`src/rtl/rf_pkg.sv`:
```
// Shared types and constants for the register-file write arbiter slice.
package rf_pkg;

  localparam int DATA_W   = 32;
  localparam int ADDR_W   = 5;
  localparam int NUM_REGS = 32;

  localparam logic [ADDR_W-1:0] ZERO_REG = 5'd0;

  // One writeback request as seen by the arbiter. The destination field is
  // called 'dest' because 'reg' is a reserved word.
  typedef struct packed {
    logic              valid;
    logic [ADDR_W-1:0] dest;
    logic [DATA_W-1:0] data;
  } wb_req_t;

endpackage

```
`src/rtl/rr_arb2.sv`:
```
// Two-way round-robin arbiter. The pointer names the requester that wins the
// next contended cycle and is moved to the loser after every contention.
module rr_arb2 (
  input  logic       clk,
  input  logic       rstn,
  input  logic [1:0] req,
  output logic [1:0] gnt
);

  logic r_ptr;

  // Lone requester wins outright; on contention the pointer decides.
  always_comb begin
    gnt = 2'b00;
    if (rstn) begin
      if (req == 2'b11) begin
        gnt = r_ptr ? 2'b10 : 2'b01;
      end else begin
        gnt = req;
      end
    end
  end

  // After a contended cycle the loser becomes the favoured requester.
  always_ff @(posedge clk or negedge rstn) begin
    if (!rstn) begin
      r_ptr <= 1'b0;
    end else if (req == 2'b11) begin
      r_ptr <= gnt[0];
    end
  end

endmodule

```
`src/rtl/rf_write_arbiter.sv`:
```
// Shares the single register-file write port between the ALU and MEM
// writeback paths, registers the winner into a one-entry commit stage and
// forwards the pending write to the read ports.
module rf_write_arbiter
  import rf_pkg::*;
#(
  parameter int DATA_W = rf_pkg::DATA_W,
  parameter int ADDR_W = rf_pkg::ADDR_W,
  parameter int CNT_W  = 16
) (
  input  logic              clk,
  input  logic              rstn,
  input  logic              req0_valid,
  output logic              req0_ready,
  input  logic [ADDR_W-1:0] req0_reg,
  input  logic [DATA_W-1:0] req0_data,
  input  logic              req1_valid,
  output logic              req1_ready,
  input  logic [ADDR_W-1:0] req1_reg,
  input  logic [DATA_W-1:0] req1_data,
  output logic              rf_reg_write,
  output logic [ADDR_W-1:0] rf_write_reg,
  output logic [DATA_W-1:0] rf_write_data,
  input  logic [ADDR_W-1:0] rd_reg_1,
  input  logic [ADDR_W-1:0] rd_reg_2,
  output logic              fwd_hit_1,
  output logic              fwd_hit_2,
  output logic [DATA_W-1:0] fwd_data,
  output logic [CNT_W-1:0]  wr_count
);

  wb_req_t           w_req0;
  wb_req_t           w_req1;
  wb_req_t           w_win;
  logic [1:0]        w_gnt;
  logic              w_commit;

  logic              r_out_valid;
  logic [ADDR_W-1:0] r_out_reg;
  logic [DATA_W-1:0] r_out_data;
  logic [CNT_W-1:0]  r_count;

  assign w_req0 = '{valid: req0_valid, dest: req0_reg, data: req0_data};
  assign w_req1 = '{valid: req1_valid, dest: req1_reg, data: req1_data};

  rr_arb2 u_arb (
    .clk  (clk),
    .rstn (rstn),
    .req  ({req1_valid, req0_valid}),
    .gnt  (w_gnt)
  );

  // The commit stage drains every cycle, so a grant is always an acceptance.
  assign req0_ready = w_gnt[0];
  assign req1_ready = w_gnt[1];

  // Select the granted request; all-zero when nobody is granted.
  always_comb begin
    w_win = '0;
    if (w_gnt[1]) begin
      w_win = w_req1;
    end else if (w_gnt[0]) begin
      w_win = w_req0;
    end
  end

  // Writes to register 0 are accepted but dropped here.
  assign w_commit = w_win.valid && (w_win.dest != ZERO_REG);

  // Commit stage: a reset discards whatever was pending.
  always_ff @(posedge clk or negedge rstn) begin
    if (!rstn) begin
      r_out_valid <= 1'b0;
      r_out_reg   <= '0;
      r_out_data  <= '0;
    end else begin
      r_out_valid <= w_commit;
      r_out_reg   <= w_win.dest;
      r_out_data  <= w_win.data;
    end
  end

  // Count every latched commit, wrapping naturally at the counter width.
  always_ff @(posedge clk or negedge rstn) begin
    if (!rstn) begin
      r_count <= '0;
    end else if (w_commit) begin
      r_count <= r_count + CNT_W'(1);
    end
  end

  assign rf_reg_write  = r_out_valid;
  assign rf_write_reg  = r_out_reg;
  assign rf_write_data = r_out_data;

  assign fwd_hit_1 = r_out_valid && (r_out_reg == rd_reg_1) && (rd_reg_1 != ZERO_REG);
  assign fwd_hit_2 = r_out_valid && (r_out_reg == rd_reg_2) && (rd_reg_2 != ZERO_REG);
  assign fwd_data  = r_out_data;

  assign wr_count = r_count;

endmodule

```
`config.mk`:
```
export PLATFORM = sky130hd
export DESIGN_NAME = rf_write_arbiter
export DESIGN_NICKNAME = d
export VERILOG_FILES = /design/src/rtl/rf_pkg.sv /design/src/rtl/rr_arb2.sv /design/src/rtl/rf_write_arbiter.sv
export SDC_FILE = /design/constraint.sdc
export NUM_CORES = 1
export LEC_CHECK = 0
export CAP_MARGIN = 20
export CORE_AREA = 2 2 85 87
export DETAILED_ROUTE_END_ITERATION = 8
export DIE_AREA = 0 0 87 89
export PLACE_DENSITY = 0.85
export SLEW_MARGIN = 0
export SYNTH_ARGS = -nofsm -noshare
export SYNTH_HDL_FRONTEND = slang
export SYNTH_HIERARCHICAL = 1
export SYNTH_SLANG_ARGS = --single-unit
```
`constraint.sdc`:
```
create_clock -name clk -period 2.43 [get_ports clk]
set_input_delay 0.486 -clock clk [delete_from_list [all_inputs] [get_ports clk]]
set_output_delay 0.486 -clock clk [all_outputs]
set_load 0.1 [all_outputs]
```
# After elaboration in Yosys (flattened, before gate mapping)
# Cells that the tools add are included.
[op_classes]
add_sub_neg = 1
n_eq_ne = 3
reduce_logical = 8
muxes = 5
[op_table]
columns = ["cell", "n"]
rows = [
  ["$mux 38", 2],
  ["$add 16x1->16 const B", 1],
  ["$reduce_bool 5->1", 3],
  ["$eq 5x5->1", 2],
  ["$mux 2", 3],
  ["$logic_and 1x1->1", 5],
  ["$eq 2x2->1 const B", 1],
]
[totals]
elab_cells = 22
reg_bits = 55
out_inout_bits = 90
inputBits = 88

# Longest topological paths before layout
[depth]
word_depth = 7
mapped_depth = 9
mapped_depth_nobuf = 8

# Modules after synthesis
# The synthesis kept the hierarchy.
[modules_own_cells]
columns = ["mod", "area_per_inst_um2", "seq_area_each_um2", "cells_each", "n_inst"]
rows = [
  ["rf_write_arbiter", 2477.4, 1351.3, 207, 1],
  ["rr_arb2", 65.1, 25.0, 9, 1],
]

# Worst setup path after synthesis
# No wires, ideal clock.
[synth_timing]
path_kind = "input to register"
from = "input rstn"
to = "register r_count[11], in the netlist wr_count[11]"
arrival_ns = 3.229
path_slack_ns = -0.962
n_path_buf = 2
cell_stages = 9
setup_time_ns = 0.163
required_time_ns = 2.267
cell_sequence = "nand2_1 -> a21oi_1 -> nor2b_1 -> buf_4 -> a22o_1 -> nand3_2 -> buf_6 -> nor4_2 -> xor2_1"
[synth_between]
elab_chain_cells = 5
[synth_lines]
columns = ["element", "line_no", "text"]
rows = [
  ["start: declaration", "rf_write_arbiter.sv:12", "input logic rstn,"],
  ["$mux 2 *", "rr_arb2.sv:15", "if (rstn) begin"],
  ["net req0_ready", "rf_write_arbiter.sv:14", "output logic req0_ready,"],
  ["$mux 38 *", "rf_write_arbiter.sv:62", "end else if (w_gnt[0]) begin"],
  ["$mux 38 *", "rf_write_arbiter.sv:60", "if (w_gnt[1]) begin"],
  ["$reduce_bool 5->1", "rf_write_arbiter.sv:68", "assign w_commit = w_win.valid && (w_win.dest != ZERO_REG);"],
  ["$logic_and 1x1->1 *", "rf_write_arbiter.sv:68", ""],
  ["end signal: assignment", "rf_write_arbiter.sv:88", "r_count <= r_count + CNT_W'(1);"],
  ["end: declaration", "rf_write_arbiter.sv:41", "logic [CNT_W-1:0] r_count;"],
]
# The timed path passes the listed nets; every way through them passes the cells marked *.
# A chain may end at the register's enable or synchronous reset.

# Worst setup path in the final report
[layout_timing]
from = "input rd_reg_1[3]"
to = "output fwd_hit_1"
[layout_between]
elab_chain_cells = 3
word_cells_on_any_way = 4
classes_between = "eq/ne: 1; reduce/logical: 3"
[layout_lines]
columns = ["element", "line_no", "text"]
rows = [
  ["start: declaration", "rf_write_arbiter.sv:24", "input logic [ADDR_W-1:0] rd_reg_1,"],
  ["$eq 5x5->1", "rf_write_arbiter.sv:96", "assign fwd_hit_1 = r_out_valid && (r_out_reg == rd_reg_1) && (rd_reg_1 != ZERO_REG);"],
  ["$logic_and 1x1->1", "rf_write_arbiter.sv:96", ""],
  ["$logic_and 1x1->1 *", "rf_write_arbiter.sv:96", ""],
  ["end: declaration", "rf_write_arbiter.sv:26", "output logic fwd_hit_1,"],
]
# Every way passes the cells marked *; elsewhere a longest branch is shown, timed or not.

==> run summary <==
outcome: complete, no violations
max incr delay on CP: 0.51 ns
Synth cell types: 26
synth top area cells: sky130_fd_sc_hd__dfrtp_1 (54%), sky130_fd_sc_hd__a22o_1 (13%), sky130_fd_sc_hd__buf_4 (9.7%), sky130_fd_sc_hd__xor2_1 (4.8%), sky130_fd_sc_hd__xnor2_1 (3.1%)
Initial Util: 0.378
number of input and output port buffers inserted: 177
hold violation count in the final report: 0
upper clock frequency limit: 0.423 GHz
maximum number of pins on one net before global-route repair: 39
number of nets at the end of the flow: 459
Rel. slew slack: 0.685
largest clock skew in the final design: 0.00549 ns
Placed Cells: 443
setup repair after global routing missed its margin: yes
cells along the critical path: clkdlybuf4s50_1, nor4_1, nor3_1, a21oi_1, nor4_1, and3_2, buf_12
leading cell types in the layout, fill and taps excluded: sky130_fd_sc_hd__buf_4 (96), sky130_fd_sc_hd__clkdlybuf4s50_1 (86), sky130_fd_sc_hd__dfrtp_1 (51)
overflow left after global routing: 0
CTS Sinks: 55
number of H-tree levels: 2
clock buffer count from CTS: 5
via count: 2,227
# Post-CTS Setup Buffers: 0
final setup fails: 0
Synth Cell Area: 2540 um2
Detailed Route WL: 6.97 mm
leakage component of the power: 1.99 nW
data required time of the critical path: 1.94 ns
Die Y: 89 um
critical path fanouts, max: 2
drt pass-1 iters: 4
number of max-slew violations in the final report: 0
post_cts resized: 0
commonest non-fill, non-tap cell in the layout: sky130_fd_sc_hd__buf_4
Largest register FFs: 32
transition time of the tightest slew-check pin: 0.472 ns
Final Critical Period: 2.36 ns
minimum hold slack: 0.204 ns
CTS tree: built
residual antenna-violating net count after detailed routing: 0
HPWL reported at the end of detailed placement: 5.67 mm
library cell appearing most often on the critical path: sky130_fd_sc_hd__nor4_1
library cell occupying the most area in the post-synthesis netlist: sky130_fd_sc_hd__dfrtp_1
Core Box Area: 6720 um2
total nets after synthesis: 305
clock latency on the worst-skew pair: 0.30 ns
Post-Synthesis Mean Instance Area: 11.8 um2
floorplan row count: 30
cell at the root of the clock tree: sky130_fd_sc_hd__clkbuf_8
share of final-layout standard cells stronger than drive strength 1: 0.337
overall die width: 87 um
VDD IR-drop max: 0.307 mV
violation count after the first detailed-routing iteration: 76
type of element capturing the critical path: primary output
final period utilization: 0.972
Avg WL per Cell: 15.4 um
share of the synthesized area in the top cell type: 0.541
Tot GR Track Use: 0.173
Die Footprint: 7740 um2
Area Growth Syn to Fin: 63.7%
critical path class: primary input to primary output
DRC errors left: 0
antenna violations before repair: 0
count of warnings emitted by yosys: 6
number of top-level pins: 178
slowest stage cell on the critical path: sky130_fd_sc_hd__clkdlybuf4s50_1
arrival time of data at the critical path endpoint: 1.88 ns
sort of element at the start of the critical path: primary input
via density per instance: 4.94
final antenna diode count: 0
cells after synthesis: 216
Max Cap Viol: 0
clk buf depth: 2
global-route wire length before repair: 10.5 mm
routability congestion estimate from global placement: 0.793
Post-CTS Hold Fix Bufs: 0
via count of the first global-routing pass: 2,305
Power per Cell Area: 774 nW/um2
clock transition time at the flip-flop clock pins of the worst setup and hold paths: 0.09 ns
Non-Filler Instances: 451
kind of path behind the tightest hold check: primary input to asynchronous set/reset pin
flop and latch count out of synthesis: 55
sequential cell area fraction in the yosys report: 0.541
fraction of the core area covered by cells at the end of the flow: 0.619
## cell usage after synthesis (all sizes together)
master / count
xnor2: 9
nand2b: 1
dfrtp: 55
nor2b: 1
o2bb2ai: 1
nand3: 6
clkbuf: 6
nand2: 16
a22o: 37
xor2: 14
nor4: 10
nand4: 4
nand3b: 1
and4: 1
o21ai: 1
buf: 35
a21oi: 4
nor3: 8
and3: 3
inv: 2
ha: 1
## per-layer routing
metal  up-vias  GRT usage  part of all wire
met3         8     0.0572             0.088
met1      1058      0.189              0.37
met5         -          0                 0
li1       1052          -                 -
met2       109      0.321              0.53
met4         0     0.0483             0.014
## critical path: cells and delay by family
family	cells	cell delay [ns]
AOI/OAI and AO/OA	1	0.06
buffers and inverters	2	0.68
and+or+nand+nor	4	0.65
## final cells by class
type	count	area [um2]
clock buffers	6	72.6
clock inverters	2	12.5
fillers	567	2560
inverters	2	7.51
multi-input cells	118	901
flip-flops and latches	55	1380
well taps	80	100
repair buffers	188	1690
## power breakdown
group | internal (mW) | switching, mW | total, mW
logic | 0.402 | 1.21 | 1.61
clock network | 0.202 | 0.288 | 0.490
registers | 1.01 | 0.112 | 1.12
## through the flow
step | area [um2] | power (mW) | TNS [ns] | setup slack [ns]
6_report | 4160 | 3.22 | 0 | 0.0687
5_1_grt | 4160 | 3.34 | -0.0319 | -0.0319
4_1_cts | 4160 | 3.26 | 0 | 0.0193
3_5_place_dp | 4080 | 2.76 | 0 | 0.0239
3_3_place_gp | 4080 | 2.74 | 0 | 0.0564
2_1_floorplan | 2570 | 2.33 | 0 | 0.0416
## kinds of logic (layout without fill, tap and decap cells)
group / Yosys count / count (layout) / share of synthesized area
adder cells (fa/ha/maj): 1 / 1 / 0.00492
flip-flops: 55 / 55 / 0.541
buffers and inverters: 43 / 198 / 0.115
AND/OR/NAND/NOR: 51 / 51 / 0.119
AO/OA/AOI/OAI: 43 / 43 / 0.141
XOR/XNOR: 23 / 23 / 0.0792
## path summary, 6_finish.rpt
| kind | start | to | slack, ns | cells after the start |
|---|---|---|---|---|
| min | rstn | fwd_data[3] | 0.20 | 2 |
| max reg2reg | u_arb/r_ptr | wr_count[9] | 0.70 | 7 |
| min in group clk | wr_count[15] | wr_count[15] | 0.49 | 1 |
| max in group asynchronous | rstn | rf_write_reg[1] | 1.78 | 2 |
| min reg2reg | wr_count[15] | wr_count[15] | 0.49 | 1 |
| max | rd_reg_1[3] | fwd_hit_1 | 0.07 | 7 |
(Power assumes the default switching activity.)
